===== config.mk =====
export PLATFORM = sky130hd
export DESIGN_NAME = axis_rr_arbiter
export DESIGN_NICKNAME = d
export VERILOG_FILES = /design/src/rtl/axis_pkg.sv /design/src/rtl/axis_skid.sv /design/src/rtl/axis_rr_arbiter.sv
export SDC_FILE = /design/constraint.sdc
export NUM_CORES = 1
export LEC_CHECK = 0
export CORE_MARGIN = 3
export CORE_UTILIZATION = 27
export DETAILED_ROUTE_END_ITERATION = 10
export GPL_TIMING_DRIVEN = 0
export PLACE_DENSITY = 0.88
export SLEW_MARGIN = 0
export SYNTH_ARGS = -nofsm -noshare
export SYNTH_HDL_FRONTEND = slang
export SYNTH_SLANG_ARGS = --single-unit

===== constraint.sdc =====
create_clock -name aclk -period 2.5 [get_ports aclk]
set_clock_uncertainty 0.2 [all_clocks]
set_input_delay 0.75 -clock aclk [delete_from_list [all_inputs] [get_ports aclk]]
set_output_delay 0.75 -clock aclk [all_outputs]
set_load 0.01 [all_outputs]

===== src/rtl/axis_pkg.sv =====
// Shared AXI-Stream arbitration types, defaults and the round-robin selection helper.
// Used by axis_rr_arbiter (optional output register stage selected with AXIS_ARB_OUTREG_EN).
package axis_pkg;

    localparam int unsigned AXIS_DATA_W_DEF = 32;
    localparam int unsigned AXIS_MAX_SRC    = 16;

    typedef enum logic [0:0] {
        IDLE   = 1'b0,
        LOCKED = 1'b1
    } axis_arb_state_t;

    // First set bit of req searching ptr+1, ptr+2, ... modulo n; ptr itself is examined last.
    function automatic int unsigned rr_pick(
        input logic [AXIS_MAX_SRC-1:0] req,
        input int unsigned             ptr,
        input int unsigned             n
    );
        int unsigned sel;
        int unsigned idx;
        logic        found;
        sel   = ptr;
        found = 1'b0;
        for (int unsigned i = 1; i <= AXIS_MAX_SRC; i++) begin
            idx = (ptr + i) % n;
            if (!found && (i <= n) && req[idx[3:0]]) begin
                sel   = idx;
                found = 1'b1;
            end
        end
        return sel;
    endfunction

endpackage


===== src/rtl/axis_skid.sv =====
// Two-entry skid buffer for the arbiter output stage (used when AXIS_ARB_OUTREG_EN is defined).
// Output valid/data and input ready are all taken straight from flops.
module axis_skid
    import axis_pkg::*;
#(
    parameter int unsigned W = AXIS_DATA_W_DEF + 1
) (
    input  logic         aclk,
    input  logic         areset_n,
    input  logic         in_valid,
    output logic         in_ready,
    input  logic [W-1:0] in_data,
    output logic         out_valid,
    input  logic         out_ready,
    output logic [W-1:0] out_data
);

    logic [W-1:0] mem [2];
    logic         wr_ptr;
    logic         rd_ptr;
    logic [1:0]   count;
    logic         push;
    logic         pop;

    assign in_ready  = (count != 2'd2);
    assign out_valid = (count != 2'd0);
    assign out_data  = mem[rd_ptr];
    assign push      = in_valid && in_ready;
    assign pop       = out_valid && out_ready;

    always_ff @(posedge aclk or negedge areset_n) begin
        if (!areset_n) begin
            wr_ptr <= 1'b0;
            rd_ptr <= 1'b0;
            count  <= 2'd0;
        end else begin
            if (push) begin
                wr_ptr <= ~wr_ptr;
            end
            if (pop) begin
                rd_ptr <= ~rd_ptr;
            end
            count <= count + {1'b0, push} - {1'b0, pop};
        end
    end

    always_ff @(posedge aclk) begin
        if (push) begin
            mem[wr_ptr] <= in_data;
        end
    end

endmodule


===== src/rtl/axis_rr_arbiter.sv =====
// Packet-locked round-robin arbiter sharing one AXI-Stream slave among N_SRC masters.
// Define AXIS_ARB_OUTREG_EN to drive m_* from a registered two-entry skid buffer.
module axis_rr_arbiter
    import axis_pkg::*;
#(
    parameter int unsigned N_SRC  = 4,
    parameter int unsigned DATA_W = AXIS_DATA_W_DEF
) (
    input  logic                    aclk,
    input  logic                    areset_n,
    input  logic [N_SRC-1:0]        s_tvalid,
    output logic [N_SRC-1:0]        s_tready,
    input  logic [N_SRC-1:0]        s_tlast,
    input  logic [N_SRC*DATA_W-1:0] s_tdata,
    output logic                    m_tvalid,
    input  logic                    m_tready,
    output logic                    m_tlast,
    output logic [DATA_W-1:0]       m_tdata,
    output logic [N_SRC-1:0]        grant,
    output logic                    busy
);

    localparam int unsigned IDX_W = $clog2(N_SRC);

    axis_arb_state_t  state;
    logic [IDX_W-1:0] rr_ptr;
    logic [IDX_W-1:0] pick;
    logic [N_SRC-1:0] grant_next;
    logic             own_valid;
    logic             own_last;
    logic [DATA_W-1:0] own_data;
    logic             beat_taken;

    assign busy  = (state == LOCKED);
    assign pick  = IDX_W'(rr_pick(AXIS_MAX_SRC'(s_tvalid), 32'(rr_ptr), N_SRC));

    // rr_ptr is only updated on arbitration, so it doubles as the owner index while LOCKED.
    always_comb begin
        own_valid  = 1'b0;
        own_last   = 1'b0;
        own_data   = '0;
        grant_next = '0;
        for (int unsigned i = 0; i < N_SRC; i++) begin
            if (rr_ptr == IDX_W'(i)) begin
                own_valid = s_tvalid[i];
                own_last  = s_tlast[i];
                own_data  = s_tdata[i*DATA_W +: DATA_W];
            end
            grant_next[i] = (pick == IDX_W'(i));
        end
    end

`ifdef AXIS_ARB_OUTREG_EN
    logic              skid_in_ready;
    logic [DATA_W:0]   skid_out;

    assign beat_taken = busy && own_valid && skid_in_ready;
    assign s_tready   = grant & {N_SRC{skid_in_ready}};
    assign m_tlast    = skid_out[DATA_W];
    assign m_tdata    = skid_out[DATA_W-1:0];

    axis_skid #(
        .W (DATA_W + 1)
    ) u_skid (
        .aclk      (aclk),
        .areset_n  (areset_n),
        .in_valid  (beat_taken),
        .in_ready  (skid_in_ready),
        .in_data   ({own_last, own_data}),
        .out_valid (m_tvalid),
        .out_ready (m_tready),
        .out_data  (skid_out)
    );
`else
    assign beat_taken = busy && own_valid && m_tready;
    assign s_tready   = grant & {N_SRC{m_tready}};
    assign m_tvalid   = busy && own_valid;
    assign m_tlast    = busy && own_last;
    assign m_tdata    = own_data;
`endif

    always_ff @(posedge aclk or negedge areset_n) begin
        if (!areset_n) begin
            state  <= IDLE;
            grant  <= '0;
            rr_ptr <= IDX_W'(N_SRC - 1);
        end else if (state == IDLE) begin
            if (|s_tvalid) begin
                state  <= LOCKED;
                grant  <= grant_next;
                rr_ptr <= pick;
            end
        end else if (beat_taken && own_last) begin
            state <= IDLE;
            grant <= '0;
        end
    end

endmodule


==> results.txt <==
- Result of the run: finished with violations
* Violated checks: negative setup slack
- In the final layout, the share of cells above drive strength 1 is 0.378.
- Number of levels the H-tree was split into: 1
- DP Worst Slack: -1.01 ns
* Num rows: 28
- At the later pin of the worst-skew pair, clock insertion delay measures 0.22 ns.
* Data arrival time of the worst path: 2.06 ns
* Die height: 86.4 um
- The placed instances occupy a cell area of 3820 um^2.
* Type of the tightest min-delay check: reg2reg
- Worst setup slack after layout: -0.508 ns
* Post-Syn Area per Cell: 5.97 um^2
- Subtracting the final worst setup slack from the clock period gives 3.01 ns.
- Synth cell count leaders: a21oi_1, nand2_1, o21ai_0
* Worst setup endpoint: m_tdata[29]
- After synthesis, the cell types taking the most area are a21oi_1, nand2_1, o21ai_0, nand3b_1, dfrtp_1.
* Fraction of met2 tracks used by global routing: 0.480
- Worst max-slew margin expressed relative to the limit: 0.709
- Count of port buffers added during placement: 179
- Of the available clock period, the critical path in the final layout requires 1.20.
* Endpoint required time on the critical path: 1.55 ns
- CTS buffer count: 3
- Share of the yosys chip area belonging to registers: 0.102
- Met3 Track Usage GR: 0.0323
- Maximum operating frequency: 332 MHz
- Dividing total power by cell area gives a power density of 1100 nW/um^2.
- Adding up every negative setup slack in the final design gives -14.66 ns.
* Synthesis warning total: 0
- Cell area after layout: 4230 um^2
* Highest-utilization routing layer at the global route stage: met2
- Across all hold checks on the routed design, the worst slack comes to 0.318 ns.
- Number of pins with negative max-slew slack in the final report: 0
* MaxCap Viol Count: 0
- The worst setup path is launched from a register.
- The initial utilization of the core area, before any placement, comes to 0.286.
- Of all cell types, the one taking the most synthesized area is a21oi_1.
* Full die area: 7460 um^2
- Entering global routing, the biggest net connects 12 pins.
* Length in cells of the worst reg-to-reg path: 10
- CTS sink count: 7
- Peak supply drop: 0.000930 V
- Layout overhead on the synthesized area: 143%
- For this design the static power due to leakage is 1.67 nW.
- Mapped Cells: 292
- FF-to-FF setup slack: 0.06 ns
- For the pin with the worst max-slew slack, the measured transition is 0.436 ns.
- The net count of the finished layout is 639.
* Final wirelength: 10.5 mm
* RSZ-0062 raised after global routing: yes
* Core box area: 6100 um^2
- Yosys top cell area share: 0.161
- Along the worst path, the maximum fanout reaches 5.
* Setup Viol. Count Final: 34
* EDFF count, synth: 0
* Netlist cell types: 42
- Detailed placement HPWL: 7.74 mm
* Ys flop type: dfrtp_1
- Post-Synthesis Cell Area: 1740 um^2
- First drt pass iteration count: 5
- Max clock buf depth: 2
- At the end of routability-driven placement, the weighted congestion stood at 0.942.
- Clock slew at the register clock pins of the worst setup and hold paths: 0.04 ns
- The detailed router placed 3142 vias in this run.
* Critical path start-end classification: reg2out
* Net count after synthesis: 435
- In this run the horizontal extent of the chip is 86.4 um.
* GR Util met1: 0.290
* Async set-reset flop share out of synthesis: 1.00
- Diode insertion count for antenna repair: 0
- In the routed layout, each cell is associated on average with a via count of 5.51.
* Final Hold Fails: 0
- The first global-routing pass estimated 15.2 mm of wire.
- The startpoint identified for the worst register-to-register timing path is rr_ptr[1].
- Overall power of the completed layout: 4.66 mW
- For this block, the initial DRC count from the detailed router was 153.
- Clock root buffer: clkbuf_8
* Startpoint of the worst setup timing path: rr_ptr[1]
- In the final routed layout, each cell accounts on average for 18.4 um.
- CTS tree: yes
- In this run the critical register-to-register path is captured at grant[2].
* Flop and latch count out of synthesis: 7
- The number of global-route vias before repair came to 2999.
- In the global route stage, overall resource usage came out at 0.248.
- Critical path endpoint category: output pin
- Detail Route Antenna Nets: 0
* Final global-route overflow total: 0
* DRC violation count after routing: 0
- The initial antenna violation count is 0.
- I/O Pins: 182
## timing repair
item                       CTS  global route
pin swaps                   22            15
hold buffers                 0             0
setup endpoints to repair   43            40
setup buffers               11             6
gates resized for setup    213            34
gates cloned                 3             2
## routing by layer
layer	routed length [um]	share of wire
met2	5510	0.53
met5	0	0
met1	3830	0.37
met3	864	0.083
met4	259	0.025
## kinds of logic (layout without fill, tap and decap cells)
kind of cell    count (synthesis)  after routing  synth area share
fa+ha+maj                       4              4            0.0287
compound gates                121            121             0.403
mux                             7              7            0.0495
buf+inv                        37            240            0.0890
simple gates                  116            116             0.328
flops                           7              7             0.102
## power by group
part / leakage (nW) / internal [mW] / switching, mW
clock network: 0.0228 / 0.110 / 0.0492
registers: 0.0839 / 0.174 / 0.0498
logic: 1.57 / 2.01 / 2.26
## layout by cell type (no fill, tap or decap), types with 2 or more instances in the layout
| cell | n |
|---|---|
| buf_4 | 18 |
| clkbuf_1 | 2 |
| o21ai_1 | 2 |
| o21ai_0 | 3 |
| clkbuf_8 | 7 |
| and2_1 | 4 |
| o22ai_1 | 2 |
| inv_1 | 3 |
| mux2_2 | 3 |
| mux2i_1 | 3 |
| buf_2 | 36 |
| or3b_1 | 2 |
| nor2_1 | 12 |
| nand2_1 | 55 |
| inv_2 | 3 |
| nor2_2 | 3 |
| nand3_1 | 6 |
| dlygate4sd2_1 | 6 |
| clkbuf_4 | 3 |
| nor2b_1 | 3 |
| nand4_1 | 2 |
| ha_4 | 3 |
| a21oi_1 | 25 |
| a21oi_2 | 31 |
| clkbuf_2 | 6 |
| nand3b_1 | 20 |
| clkbuf_16 | 2 |
| nor3_1 | 2 |
| buf_6 | 9 |
| a22oi_2 | 12 |
| buf_8 | 5 |
| o21ai_2 | 31 |
| o2bb2ai_1 | 2 |
| clkdlybuf4s50_1 | 138 |
| dfrtp_1 | 5 |
| nand2b_1 | 3 |
| dfstp_2 | 2 |
## worst min-delay path by stage
stage | from | to | cells past startpoint
final | grant[1] | grant[1] | 1
after CTS | grant[1] | grant[1] | 1
after global placement | grant[1] | grant[1] | 1
after detailed placement | grant[1] | grant[1] | 1
after floorplan | areset_n | busy | 0
after global routing | grant[1] | grant[1] | 1
## cell type report
type | count | area, um^2
fill | 494 | 1860
multi-input combinational | 248 | 1790
clock buffer | 4 | 45.0
timing repair buffer | 200 | 1830
sequential | 7 | 178
inverter | 7 | 31.3
tap | 75 | 93.8
buffer | 29 | 273
## metrics by stage
stage,util,instances
6_report,0.695,570
5_1_grt,0.695,570
4_1_cts,0.666,563
3_5_place_dp,0.627,546
3_3_place_gp,0.627,546
2_1_floorplan,-,292
## critical path, cell delays in order, from the launching register on
cell and delay, ns:
dfstp_2 0.53, buf_6 0.11, inv_6 0.04, ha_4 0.17, and2b_2 0.28, clkbuf_8 0.17
a22oi_2 0.05, nor2_1 0.16, a21oi_2 0.05, o21ai_2 0.13, buf_2 0.15
## registers in the layout, indices dropped and copies added, names as in the netlist
signal / flops
busy: 1
grant: 4
rr_ptr: 2
No activity file was read; power rests on OpenSTA's default activity.
